### src/rtl/core_pkg.sv
// Shared encodings for the MEM-stage load/store unit.
package core_pkg;

  // Access size from Funct3[1:0]; Funct3[2] selects zero-extension for loads.
  typedef enum logic [1:0] {
    SZ_B = 2'd0,
    SZ_H = 2'd1,
    SZ_W = 2'd2,
    SZ_D = 2'd3
  } size_e;

  // Encodings that need special treatment (RV64-only or never legal).
  localparam logic [2:0] F3_LD  = 3'b011;
  localparam logic [2:0] F3_LWU = 3'b110;
  localparam logic [2:0] F3_INV = 3'b111;

  typedef enum logic [1:0] {
    IDLE       = 2'd0,
    WAIT_GNT   = 2'd1,
    WAIT_RDATA = 2'd2
  } lsu_state_e;

  // Width of the byte offset inside one XLEN-wide memory word.
  function automatic int off_w(input int xlen);
    return $clog2(xlen / 8);
  endfunction

endpackage

### src/rtl/lsu_align.sv
// Byte-lane steering: store byte enables/replication, misalignment detect,
// and load data shift plus sign/zero extension.
module lsu_align
  import core_pkg::*;
#(
  parameter int XLEN = 32
) (
  input  logic [2:0]             f3_i,
  input  logic [off_w(XLEN)-1:0] off_i,
  input  logic [XLEN-1:0]        wdata_i,
  output logic [XLEN/8-1:0]      be_o,
  output logic [XLEN-1:0]        wdata_o,
  output logic                   misalign_o,
  output size_e                  size_o,
  output logic                   uns_o,
  input  logic [off_w(XLEN)-1:0] ld_off_i,
  input  size_e                  ld_size_i,
  input  logic                   ld_uns_i,
  input  logic [XLEN-1:0]        rdata_i,
  output logic [XLEN-1:0]        ldata_o
);
  localparam int NB = XLEN / 8;
  localparam int OW = off_w(XLEN);

  logic [NB-1:0]   mask;
  logic [OW-1:0]   amask;
  logic            illegal;
  logic [XLEN-1:0] sh;

  // Request side: decode size, build lane mask, check alignment, replicate data.
  always_comb begin
    size_o  = size_e'(f3_i[1:0]);
    uns_o   = f3_i[2];
    illegal = (f3_i == F3_INV) | ((XLEN == 32) & ((f3_i == F3_LD) | (f3_i == F3_LWU)));
    amask   = OW'((4'd1 << size_o) - 4'd1);
    mask    = '0;
    wdata_o = wdata_i;
    case (size_o)
      SZ_B: begin mask = NB'(1);    wdata_o = {NB{wdata_i[7:0]}};        end
      SZ_H: begin mask = NB'(3);    wdata_o = {(NB/2){wdata_i[15:0]}};   end
      SZ_W: begin mask = NB'(4'hF); wdata_o = {(NB/4){wdata_i[31:0]}};   end
      default: begin mask = '1;     wdata_o = wdata_i;                   end
    endcase
    be_o       = mask << off_i;
    misalign_o = illegal | ((off_i & amask) != '0);
  end

  // Response side: bring the addressed lane down to bit 0 and extend it.
  always_comb begin
    sh = rdata_i >> {ld_off_i, 3'b000};
    case (ld_size_i)
      SZ_B:    ldata_o = ld_uns_i ? XLEN'(sh[7:0])  : XLEN'($signed(sh[7:0]));
      SZ_H:    ldata_o = ld_uns_i ? XLEN'(sh[15:0]) : XLEN'($signed(sh[15:0]));
      SZ_W:    ldata_o = ld_uns_i ? XLEN'(sh[31:0]) : XLEN'($signed(sh[31:0]));
      default: ldata_o = sh;
    endcase
  end

endmodule

### src/rtl/memory_stage_lsu.sv
// MEM stage with req/gnt/rvalid data-memory port and the MEM/WB register.
module memory_stage_lsu
  import core_pkg::*;
#(
  parameter int XLEN   = 32,
  parameter int ADDR_W = 32,
  parameter int REG_W  = 5
) (
  input  logic              clk,
  input  logic              rst,
  input  logic              ValidM,
  input  logic              RegWriteM,
  input  logic              MemReadM,
  input  logic              MemWriteM,
  input  logic [1:0]        ResultSrcM,
  input  logic [2:0]        Funct3M,
  input  logic [REG_W-1:0]  RD_M,
  input  logic [XLEN-1:0]   PCPlus4M,
  input  logic [XLEN-1:0]   ALU_ResultM,
  input  logic [XLEN-1:0]   WriteDataM,
  output logic              StallM,
  output logic              dm_req,
  output logic              dm_we,
  output logic [ADDR_W-1:0] dm_addr,
  output logic [XLEN/8-1:0] dm_be,
  output logic [XLEN-1:0]   dm_wdata,
  input  logic              dm_gnt,
  input  logic              dm_rvalid,
  input  logic [XLEN-1:0]   dm_rdata,
  output logic              ValidW,
  output logic              RegWriteW,
  output logic [1:0]        ResultSrcW,
  output logic [REG_W-1:0]  RD_W,
  output logic [XLEN-1:0]   PCPlus4W,
  output logic [XLEN-1:0]   ALU_ResultW,
  output logic [XLEN-1:0]   ReadDataW,
  output logic              MisalignW
);
  localparam int NB = XLEN / 8;
  localparam int OW = off_w(XLEN);

  lsu_state_e      state_q, state_d;
  logic [OW-1:0]   ld_off_q, ld_off_d;
  size_e           ld_size_q, ld_size_d;
  logic            ld_uns_q, ld_uns_d;

  logic            mis, memop, is_load, aligned_op, retire;
  size_e           cur_size;
  logic            cur_uns;
  logic [XLEN-1:0] ldata;

  lsu_align #(.XLEN(XLEN)) u_align (
    .f3_i       (Funct3M),
    .off_i      (ALU_ResultM[OW-1:0]),
    .wdata_i    (WriteDataM),
    .be_o       (dm_be),
    .wdata_o    (dm_wdata),
    .misalign_o (mis),
    .size_o     (cur_size),
    .uns_o      (cur_uns),
    .ld_off_i   (ld_off_q),
    .ld_size_i  (ld_size_q),
    .ld_uns_i   (ld_uns_q),
    .rdata_i    (dm_rdata),
    .ldata_o    (ldata)
  );

  assign dm_addr = ADDR_W'(ALU_ResultM) & ~ADDR_W'(NB - 1);
  assign dm_we   = MemWriteM;

  // Handshake FSM: decides request, retirement, and the load fields to remember.
  always_comb begin
    memop      = ValidM & (MemReadM | MemWriteM);
    is_load    = MemReadM & ~MemWriteM;
    aligned_op = memop & ~mis;
    state_d    = state_q;
    ld_off_d   = ld_off_q;
    ld_size_d  = ld_size_q;
    ld_uns_d   = ld_uns_q;
    dm_req     = 1'b0;
    retire     = ~memop | mis;
    case (state_q)
      IDLE, WAIT_GNT: begin
        // Gated by reset so a held memop is not granted while resetting.
        dm_req  = aligned_op & rst;
        state_d = IDLE;
        if (aligned_op) begin
          if (!dm_gnt) begin
            state_d = WAIT_GNT;
          end else if (MemWriteM) begin
            retire = 1'b1;
          end else begin
            state_d   = WAIT_RDATA;
            ld_off_d  = ALU_ResultM[OW-1:0];
            ld_size_d = cur_size;
            ld_uns_d  = cur_uns;
          end
        end
      end
      WAIT_RDATA: begin
        if (dm_rvalid) begin
          retire  = 1'b1;
          state_d = IDLE;
        end
      end
      default: state_d = IDLE;
    endcase
    StallM = ValidM & ~retire;
  end

  // FSM state, latched load fields, and the MEM/WB register.
  always_ff @(posedge clk) begin
    if (!rst) begin
      state_q     <= IDLE;
      ld_off_q    <= '0;
      ld_size_q   <= SZ_B;
      ld_uns_q    <= 1'b0;
      ValidW      <= 1'b0;
      RegWriteW   <= 1'b0;
      ResultSrcW  <= '0;
      RD_W        <= '0;
      PCPlus4W    <= '0;
      ALU_ResultW <= '0;
      ReadDataW   <= '0;
      MisalignW   <= 1'b0;
    end else begin
      state_q   <= state_d;
      ld_off_q  <= ld_off_d;
      ld_size_q <= ld_size_d;
      ld_uns_q  <= ld_uns_d;
      if (ValidM & retire) begin
        ValidW      <= 1'b1;
        RegWriteW   <= RegWriteM & ~MemWriteM & ~(memop & mis);
        ResultSrcW  <= ResultSrcM;
        RD_W        <= RD_M;
        PCPlus4W    <= PCPlus4M;
        ALU_ResultW <= ALU_ResultM;
        ReadDataW   <= (aligned_op & is_load) ? ldata : '0;
        MisalignW   <= memop & mis;
      end else begin
        ValidW    <= 1'b0;
        RegWriteW <= 1'b0;
        MisalignW <= 1'b0;
      end
    end
  end

endmodule

### config.mk
export PLATFORM = sky130hd
export DESIGN_NAME = memory_stage_lsu
export DESIGN_NICKNAME = d
export VERILOG_FILES = /design/src/rtl/core_pkg.sv /design/src/rtl/lsu_align.sv /design/src/rtl/memory_stage_lsu.sv
export SDC_FILE = /design/constraint.sdc
export NUM_CORES = 1
export LEC_CHECK = 0
export ABC_CLOCK_PERIOD_IN_PS = 4400
export BUFFER_PORTS_ARGS = -buffer_cell sky130_fd_sc_hd__buf_2
export CAP_MARGIN = 30
export CORE_AREA = 2 2 125 127
export DETAILED_ROUTE_END_ITERATION = 6
export DIE_AREA = 0 0 127 129
export PLACE_DENSITY_LB_ADDON = 0.15
export SKIP_LAST_GASP = 1
export SYNTH_ARGS = -nofsm -noshare
export SYNTH_HDL_FRONTEND = slang
export SYNTH_HIERARCHICAL = 1
export SYNTH_SLANG_ARGS = --single-unit
### constraint.sdc
create_clock -name clk -period 4.4 [get_ports clk]
set_clock_uncertainty 0.2 [all_clocks]
set_input_delay 0.88 -clock clk [delete_from_list [all_inputs] [get_ports clk]]
set_output_delay 0.88 -clock clk [all_outputs]
set_load 0.02 [all_outputs]
==> results_dict.tcl, run 1 <==
set metrics [dict create \
    numCtsBuffers 17 \
    min_path_cells 2 \
    dieArea_um2 16400 \
    core-area_um2 15000 \
    rsz0062_at_grt "false" \
    ys_seq_area_frac 0.362 \
    crit_path_frequent_cell "buf_2" \
    synth-xor-area-share 0 \
    grt_pass1_vias 5317 \
    crit_chain "buf_2 -> or2_2 -> ha_1 -> o21ai_0 -> o21bai_1 -> nor3_1 -> and2_1 -> buf_2" \
    yosysTopAreaCellShare 0.362 \
    status "complete, no violations" \
    ant_nets 0 \
    die_height_um 129 \
    vdd_ir_drop_max_uv 278 \
    ys.flop_type "dfxtp_1" \
    drt_iter0_markers 351 \
    ys_warn_count 6 \
    cpMaxStageDelayCell "o21ai_0" \
    fin_crit_ns 3.87 \
    crit_required_ns 3.32 \
    synth_seq_cells 113 \
    fp-row-count 45 \
    period_share 0.879 \
    numPortBuffers 320 \
    worst_slew_pin_slew_ns 0.761 \
    yosys-top-cells-area "dfxtp_1 (36%), mux2i_1 (19%), nand2_1 (13%), buf_4 (5.3%), nand3_1 (3.0%)" \
    vias 5831 \
    placed_cell_area_um2 7510 \
    dp.cells 1153 \
    vias_per_cell 4.92 \
    avgSynthCellArea_um2 8.45 \
    drc 0 \
    ys_types 48 \
    drt-pass1-iter-count 4 \
    clock.fmax_mhz 259 \
    cts_resized 0 \
    ctsHoldBuffers 0 \
    cts_num_sinks 113 \
    synth_compound_area_frac 0.102 \
    cts_setup_buffers 0 \
    worst_hold_slack_ns 0.249 \
    r2r_end "ReadDataW[16]$_SDFFE_PN0P_" \
    worstPathMaxFanout 18 \
    grt_usage 0.203 \
    async_flop_share 0 \
    initial_core_util 0.417 \
    fin_cells 1184 \
    tritoncts "yes" \
    slowest_delay_ns 0.42 \
    synth.area.mux_share 0.225 \
    syn_inst 739 \
    synth-edff-count 0 \
    place.gp.congestion 0.807 \
    clockBufferDepth 2 \
    root_buffer "clkbuf_16" \
    drive_gt1_frac 0.391 \
    drv_cap 0 \
    worstRegToRegCells 6 \
    grt_antenna_before_repair 1 \
    io_pins 323 \
    syn_to_final_growth_pct 30.3 \
    routedWlPerCell_um 14.7 \
    min_from "ReadDataW[11]$_SDFFE_PN0P_" \
    p_per_area_nw_per_um2 383 \
    fin_area_um2 8140 \
    synth_area_um2 6240 \
    die_width_um 127 \
    finalSetupViolCount 0 \
    clk_pin_slew_ns 0.05 \
    num_antenna_cells 0 \
    fin_tns_setup_ns 0 \
    yosysTopAreaCell "dfxtp_1" \
    num-fill-cells 1496 \
    yosys.area_share.simple 0.196 \
    r2r_start "ld_off_q[1]$_SDFFE_PN0P_" \
    dp_hpwl_um 12700 \
    min_path_type "reg -> reg" \
    slew_headroom 0.492 \
    static-leakage-power_nw 3.95 \
    synth_top_family_by_area "multiplexers" \
    finalMaxSlewViolations 0 \
    grt_start_max_net_pins 72 \
    drt_wl_total_um 17500 \
    grt_pass1_wl_um 26700 \
    postLayoutCoreUtil 0.543 \
    setup.worst_path.class "in -> out" \
    nNetsFinal 1131 \
    hold_viol_final 0 \
    clock_latency_ns 0.41 \
    critPathArrivalTime_ns 2.79 \
    reg2reg_slack_ns 2.09 \
    hold_end "ReadDataW[11]$_SDFFE_PN0P_" \
    synthAdderAreaFrac 0.00200 \
    cp-start-kind "primary input" \
    endpoint_kind "output port" \
    overflow 0 \
    htreeDepth 4 \
]
## synth_stat cells, types with 2 or more instances
| master | number |
|---|---|
| nand3_1 | 38 |
| nor3_1 | 3 |
| mux2i_1 | 118 |
| and2_1 | 2 |
| and3b_1 | 3 |
| nor2_1 | 10 |
| inv_1 | 3 |
| o21ai_0 | 36 |
| buf_6 | 15 |
| a21boi_0 | 5 |
| a2bb2oi_1 | 3 |
| dfxtp_1 | 113 |
| o211ai_1 | 16 |
| a211oi_1 | 3 |
| buf_4 | 44 |
| a22oi_1 | 13 |
| nor2b_1 | 5 |
| or2_2 | 2 |
| nand3b_1 | 2 |
| a22o_1 | 5 |
| buf_2 | 6 |
| mux2_2 | 16 |
| a21oi_1 | 5 |
| clkbuf_1 | 38 |
| nand2_1 | 212 |
## critical path, delay by kind of cell
| family | cells | cell delay, ns |
|---|---|---|
| adders and majority gates | 1 | 0.27 |
| buffers and inverters | 2 | 0.36 |
| and+or+nand+nor | 3 | 0.60 |
| AOI/OAI and AO/OA | 2 | 0.68 |
## cells by family (layout without fill, tap and decap cells)
logic type / Yosys count / after routing
AOI/OAI and AO/OA: 94 / 94
adders and majority gates: 1 / 1
buffers and inverters: 108 / 364
DFF: 113 / 113
muxes: 136 / 136
other: 1 / 2
and+or+nand+nor: 286 / 286
## how the worst max path moves through the flow
stage | start | end | cells past startpoint
3_3_place_gp | Funct3M[1] | StallM | 8
5_1_grt | Funct3M[1] | StallM | 8
3_5_place_dp | Funct3M[1] | StallM | 8
6_report | Funct3M[1] | StallM | 8
2_1_floorplan | Funct3M[0] | dm_wdata[24] | 8
4_1_cts | Funct3M[1] | StallM | 8
## report_power, final
group,leakage [nW],internal [mW],switching (mW),total (mW)
Combinational,2.74,0.220,0.345,0.565
Clock,0.288,0.961,0.495,1.46
Sequential,0.924,1.08,0.0240,1.10
Total,3.95,2.26,0.864,3.12
## state kept, by name, summed over array words and instances, names as in the netlist
register / count
ld_size_q: 2
RegWriteW: 1
ResultSrcW: 2
MisalignW: 1
ALU_ResultW: 32
ld_uns_q: 1
PCPlus4W: 32
ld_off_q: 2
ReadDataW: 32
state_q: 2
RD_W: 5
ValidW: 1
## layout by cell type (no fill, tap or decap), types with 2 or more instances in the layout
master / instances
conb_1: 2
and3b_1: 3
a22oi_1: 13
a22o_1: 5
nor3b_2: 2
a211oi_1: 3
clkbuf_16: 17
buf_4: 8
a21boi_0: 5
nand3_1: 38
bufinv_16: 4
a2bb2oi_1: 3
buf_12: 2
nor2b_1: 5
clkinvlp_4: 5
mux2i_1: 118
a21oi_1: 5
or2_2: 2
nand3b_1: 2
inv_1: 3
o21ai_0: 36
and2_1: 2
nor3_1: 3
nand2_1: 212
buf_2: 319
dfxtp_1: 113
o211ai_1: 16
nor2_1: 10
clkinv_4: 2
mux2_2: 16
## stage by stage
stage / power, mW / setup slack (ns)
final: 3.12 / 0.532
after global routing: 3.25 / 0.326
after CTS: 3.15 / 0.508
after detailed placement: 1.69 / 0.553
after global placement: 1.69 / 0.567
after floorplan: 1.51 / 0.590
## per-layer routing
layer | up-vias | GRT usage | wire length, µm | part of all wire
li1 | 2961 | - | - | -
met1 | 2667 | 0.260 | 7760 | 0.44
met2 | 179 | 0.328 | 8350 | 0.48
met3 | 22 | 0.0657 | 1110 | 0.064
met4 | 2 | 0.0608 | 220 | 0.013
met5 | - | 0 | 13 | 0.00074
## cell type report
class,instances,area [µm²],share of cell area
Clock buffer,19,443,0.0544
Multi-Input combinational cell,519,3290,0.404
Sequential cell,113,2260,0.278
Clock inverter,12,184,0.0226
Tap cell,188,235,0.0289
Timing Repair Buffer,330,1710,0.210
Inverter,3,11.3,0.00138
(Power assumes the default switching activity.)
==> run 2: changes to the inputs <==
--- a/config.mk
+++ b/config.mk
@@ -12,6 +12,7 @@
 export DETAILED_ROUTE_END_ITERATION = 6
 export DIE_AREA = 0 0 127 129
 export PLACE_DENSITY_LB_ADDON = 0.15
+export RECOVER_POWER = 50
 export SKIP_LAST_GASP = 1
 export SYNTH_ARGS = -nofsm -noshare
 export SYNTH_HDL_FRONTEND = slang
==> results_dict.tcl, run 2 (synthesis gave the netlist of run 1 again) <==
set metrics [dict create \
    status "complete, no violations" \
    tritoncts "yes" \
    core-area_um2 15000 \
    syn_to_final_growth_pct 27.4 \
    multi_input_area_um2 3290 \
    num_antenna_cells 0 \
    die_width_um 127 \
    numPortBuffers 320 \
    min_from "ReadDataW[11]$_SDFFE_PN0P_" \
    r2r_end "ReadDataW[16]$_SDFFE_PN0P_" \
    place.gp.congestion 0.807 \
    mostFrequentLayoutCells "nand2_1 (212), buf_2 (175), clkbuf_1 (145), mux2i_1 (118), dfxtp_1 (113)" \
    reg2reg_slack_ns 2.09 \
    register_area_um2 2260 \
    cts_resized 0 \
    total_power_mw 3.10 \
    numCtsBuffers 17 \
    crit_required_ns 3.32 \
    drive_gt1_frac 0.246 \
    grt_pass1_wl_um 26700 \
    ant_nets 0 \
    drv_cap 0 \
    r2r_start "ld_off_q[1]$_SDFFE_PN0P_" \
    slew_headroom 0.499 \
    period_share 0.879 \
    dp_worst_setup_slack_ns 0.553 \
    clock_latency_ns 0.41 \
    num-fill-cells 1565 \
    cts_num_sinks 113 \
    drc 0 \
    placed_cell_area_um2 7510 \
    drt_iter0_markers 366 \
    root_buffer "clkbuf_16" \
    worstPathMaxFanout 18 \
    dieArea_um2 16400 \
    vdd_ir_drop_max_uv 277 \
    hold_viol_final 0 \
    postLayoutCoreUtil 0.531 \
    drt_wl_total_um 17500 \
    grt_antenna_before_repair 1 \
    static-leakage-power_nw 3.41 \
    p_per_area_nw_per_um2 390 \
    routedWlPerCell_um 14.8 \
    endpoint_kind "output port" \
    timing.final.ws_setup_ns 0.531 \
    die_height_um 129 \
    initial_core_util 0.417 \
    hold_end "ReadDataW[11]$_SDFFE_PN0P_" \
    htreeDepth 4 \
    final_common_cell "nand2_1" \
    grt_pass1_vias 5317 \
    worst_slew_pin_slew_ns 0.750 \
    clock.fmax_mhz 258 \
    vias_per_cell 4.91 \
    min_path_cells 2 \
    setup.worst_path.class "in -> out" \
    dp_hpwl_um 12700 \
    reg_top3 "ALU_ResultW: 32 flops, PCPlus4W: 32 flops, ReadDataW: 32 flops" \
    grt_start_max_net_pins 72 \
    clockBufferDepth 2 \
    vias 5811 \
    overflow 0 \
    fin_tns_setup_ns 0 \
    finalMaxSlewViolations 0 \
    io_pins 323 \
    grt_usage 0.203 \
    fin_area_um2 7960 \
    fp-row-count 45 \
    clk_pin_slew_ns 0.05 \
    critPathArrivalTime_ns 2.79 \
    ctsHoldBuffers 0 \
    cts_setup_buffers 0 \
    fin_crit_ns 3.87 \
    min_path_type "reg -> reg" \
    cp-start-kind "primary input" \
    worstRegToRegCells 6 \
    rsz0062_at_grt "false" \
    nNetsFinal 1131 \
    drt-pass1-iter-count 6 \
    finalSetupViolCount 0 \
]
run 2: power breakdown:
group	total (mW)	internal, mW	switching [mW]
combinational	0.547	0.201	0.346
clock	1.45	0.961	0.492
sequential	1.10	1.08	0.0254
run 2: through the flow:
| step | hold WS, ns | instances |
|---|---|---|
| global route | 0.267 | 1184 |
| global placement | 0.240 | 1152 |
| detailed placement | 0.244 | 1153 |
| floorplan | 0.270 | 740 |
| CTS | 0.254 | 1184 |
| finish | 0.252 | 1184 |
run 2: worst max-delay path, cell delays in order:
cell      delay [ns]
buf_2           0.20
or2_2           0.34
ha_1            0.27
o21ai_0         0.42
o21bai_1        0.26
nor3_1          0.09
and2_1          0.17
buf_2           0.16
run 2: cell type report:
| cell class | count | area share |
|---|---|---|
| clock inverters | 12 | 0.0231 |
| flip-flops and latches | 113 | 0.284 |
| inverters | 3 | 0.00142 |
| well taps | 188 | 0.0296 |
| multi-input cells | 519 | 0.414 |
| repair buffers | 330 | 0.192 |
| clock buffers | 19 | 0.0557 |
run 2: worst max-delay path by stage:
stage	start	endpoint	slack [ns]
3_5_place_dp	Funct3M[1]	StallM	0.55
3_3_place_gp	Funct3M[1]	StallM	0.57
2_1_floorplan	Funct3M[0]	dm_wdata[24]	0.59
5_1_grt	Funct3M[1]	StallM	0.33
6_report	Funct3M[1]	StallM	0.53
4_1_cts	Funct3M[1]	StallM	0.51
run 2: routing by layer:
metal,vias up,track usage,wire [µm]
met5,-,0,13
met2,183,0.328,8410
met3,15,0.0657,1120
met1,2653,0.260,7770
li1,2958,-,-
met4,2,0.0608,162
==> run 3: changes to the inputs <==
--- a/config.mk
+++ b/config.mk
@@ -8,9 +8,9 @@
 export ABC_CLOCK_PERIOD_IN_PS = 4400
 export BUFFER_PORTS_ARGS = -buffer_cell sky130_fd_sc_hd__buf_2
 export CAP_MARGIN = 30
-export CORE_AREA = 2 2 125 127
+export CORE_AREA = 2 2 126 128
 export DETAILED_ROUTE_END_ITERATION = 6
-export DIE_AREA = 0 0 127 129
+export DIE_AREA = 0 0 128 130
 export PLACE_DENSITY_LB_ADDON = 0.15
 export RECOVER_POWER = 50
 export SKIP_LAST_GASP = 1
==> results_dict.tcl, run 3 (synthesis gave the netlist of run 1 again) <==
set metrics [dict create \
    initial_core_util 0.405 \
    num_antenna_cells 0 \
    clockBufferDepth 2 \
    final_common_cell "nand2_1" \
    numCtsBuffers 17 \
    overflow 0 \
    io_pins 323 \
    clock.fmax_mhz 270 \
    hold_viol_final 0 \
    clock_latency_ns 0.41 \
    reg2reg_slack_ns 2.07 \
    die_height_um 130 \
    root_buffer "clkbuf_16" \
    die_width_um 128 \
    dieArea_um2 16600 \
    nNetsFinal 1133 \
    vias 5830 \
    mostFrequentLayoutCells "nand2_1 (212), buf_2 (175), clkbuf_1 (144), mux2i_1 (118), dfxtp_1 (113)" \
    drv_cap 0 \
    rsz0062_at_grt "false" \
    status "complete, no violations" \
    grt_usage 0.203 \
    place.gp.congestion 0.799 \
    timing.final.ws_setup_ns 0.696 \
    worstPathMaxFanout 18 \
    worst_slew_pin_slew_ns 0.783 \
    vias_per_cell 4.90 \
    grt_pass1_vias 5354 \
    htreeDepth 4 \
    ant_nets 0 \
    grt_antenna_before_repair 1 \
    cts_setup_buffers 0 \
    cp-start-kind "primary input" \
    syn_to_final_growth_pct 26.6 \
    endpoint_kind "output port" \
    reg_top3 "ALU_ResultW: 32 flops, PCPlus4W: 32 flops, ReadDataW: 32 flops" \
    p_per_area_nw_per_um2 378 \
    drt-pass1-iter-count 4 \
    num-fill-cells 1600 \
    critPathArrivalTime_ns 2.62 \
    clk_pin_slew_ns 0.05 \
    vdd_ir_drop_max_uv 248 \
    drc 0 \
    numPortBuffers 320 \
    tritoncts "yes" \
    grt_start_max_net_pins 80 \
    grt_pass1_wl_um 26900 \
    setup.worst_path.class "in -> out" \
    routedWlPerCell_um 14.8 \
    period_share 0.842 \
    dp_worst_setup_slack_ns 0.649 \
    finalMaxSlewViolations 0 \
    cts_resized 0 \
    crit_required_ns 3.32 \
    fp-row-count 46 \
    cts_num_sinks 113 \
    min_path_type "reg -> reg" \
    slew_headroom 0.478 \
    dp_hpwl_um 12700 \
    ctsHoldBuffers 0 \
    static-leakage-power_nw 3.41 \
    drt_iter0_markers 249 \
    drive_gt1_frac 0.248 \
    fin_crit_ns 3.70 \
    core-area_um2 15400 \
    drt_wl_total_um 17600 \
    fin_tns_setup_ns 0 \
    finalSetupViolCount 0 \
]
[run 3: cell types whose count changed in the layout (fill, tap and decap cells not counted), sizes merged]
| cell | delta |
|---|---|
| inv | -1 |
| clkinvlp | -2 |
| clkbuf | +1 |
| buf | +2 |
| bufinv | -2 |
| clkinv | +3 |
[run 3: worst max-delay path, cell delays in order]
cell and delay, ns:
buf_2 0.20, or2_2 0.33, ha_1 0.27, o21ai_0 0.28
o21bai_1 0.24, nor3_1 0.09, and2_1 0.16, buf_2 0.16
[run 3: area by class of cell]
cell class	instances	area, µm²	area share
well taps	192	240	0.0304
repair buffers	332	1530	0.193
inverters	3	11.3	0.00142
flip-flops and latches	113	2260	0.286
multi-input cells	519	3290	0.416
clock buffers	20	467	0.0590
clock inverters	10	111	0.0141
[run 3: metrics by stage]
step | cell area, µm² | total power, mW | instances | util | hold slack [ns]
5_1_grt | 7910 | 3.12 | 1189 | 0.513 | 0.264
6_report | 7910 | 2.99 | 1189 | 0.513 | 0.254
3_5_place_dp | 7510 | 1.69 | 1159 | 0.487 | 0.243
2_1_floorplan | 6250 | 1.51 | 740 | - | 0.270
4_1_cts | 8090 | 3.05 | 1189 | 0.524 | 0.253
3_3_place_gp | 7510 | 1.69 | 1159 | 0.487 | 0.240
[run 3: report_power, final]
group / switching (mW) / leakage [nW] / internal (mW)
Combinational: 0.347 / 2.21 / 0.201
Sequential: 0.0260 / 0.924 / 1.08
Clock: 0.476 / 0.280 / 0.867
Total: 0.848 / 3.41 / 2.14
[run 3: routing by layer]
metal	track usage	wire (µm)	vias to the layer above
met5	0	0	-
met4	0.0724	276	0
met3	0.0677	1290	23
met2	0.329	8370	195
met1	0.253	7680	2649
li1	-	-	2963
[run 3: path summary, 6_finish.rpt]
check | endpoint | startpoint | cells after the start
max | StallM | Funct3M[1] | 8
min | RD_W[3]$_SDFFE_PN0P_ | RD_W[3]$_SDFFE_PN0P_ | 2
max reg2reg | ReadDataW[18]$_SDFFE_PN0P_ | ld_off_q[1]$_SDFFE_PN0P_ | 6
min reg2reg | RD_W[3]$_SDFFE_PN0P_ | RD_W[3]$_SDFFE_PN0P_ | 2
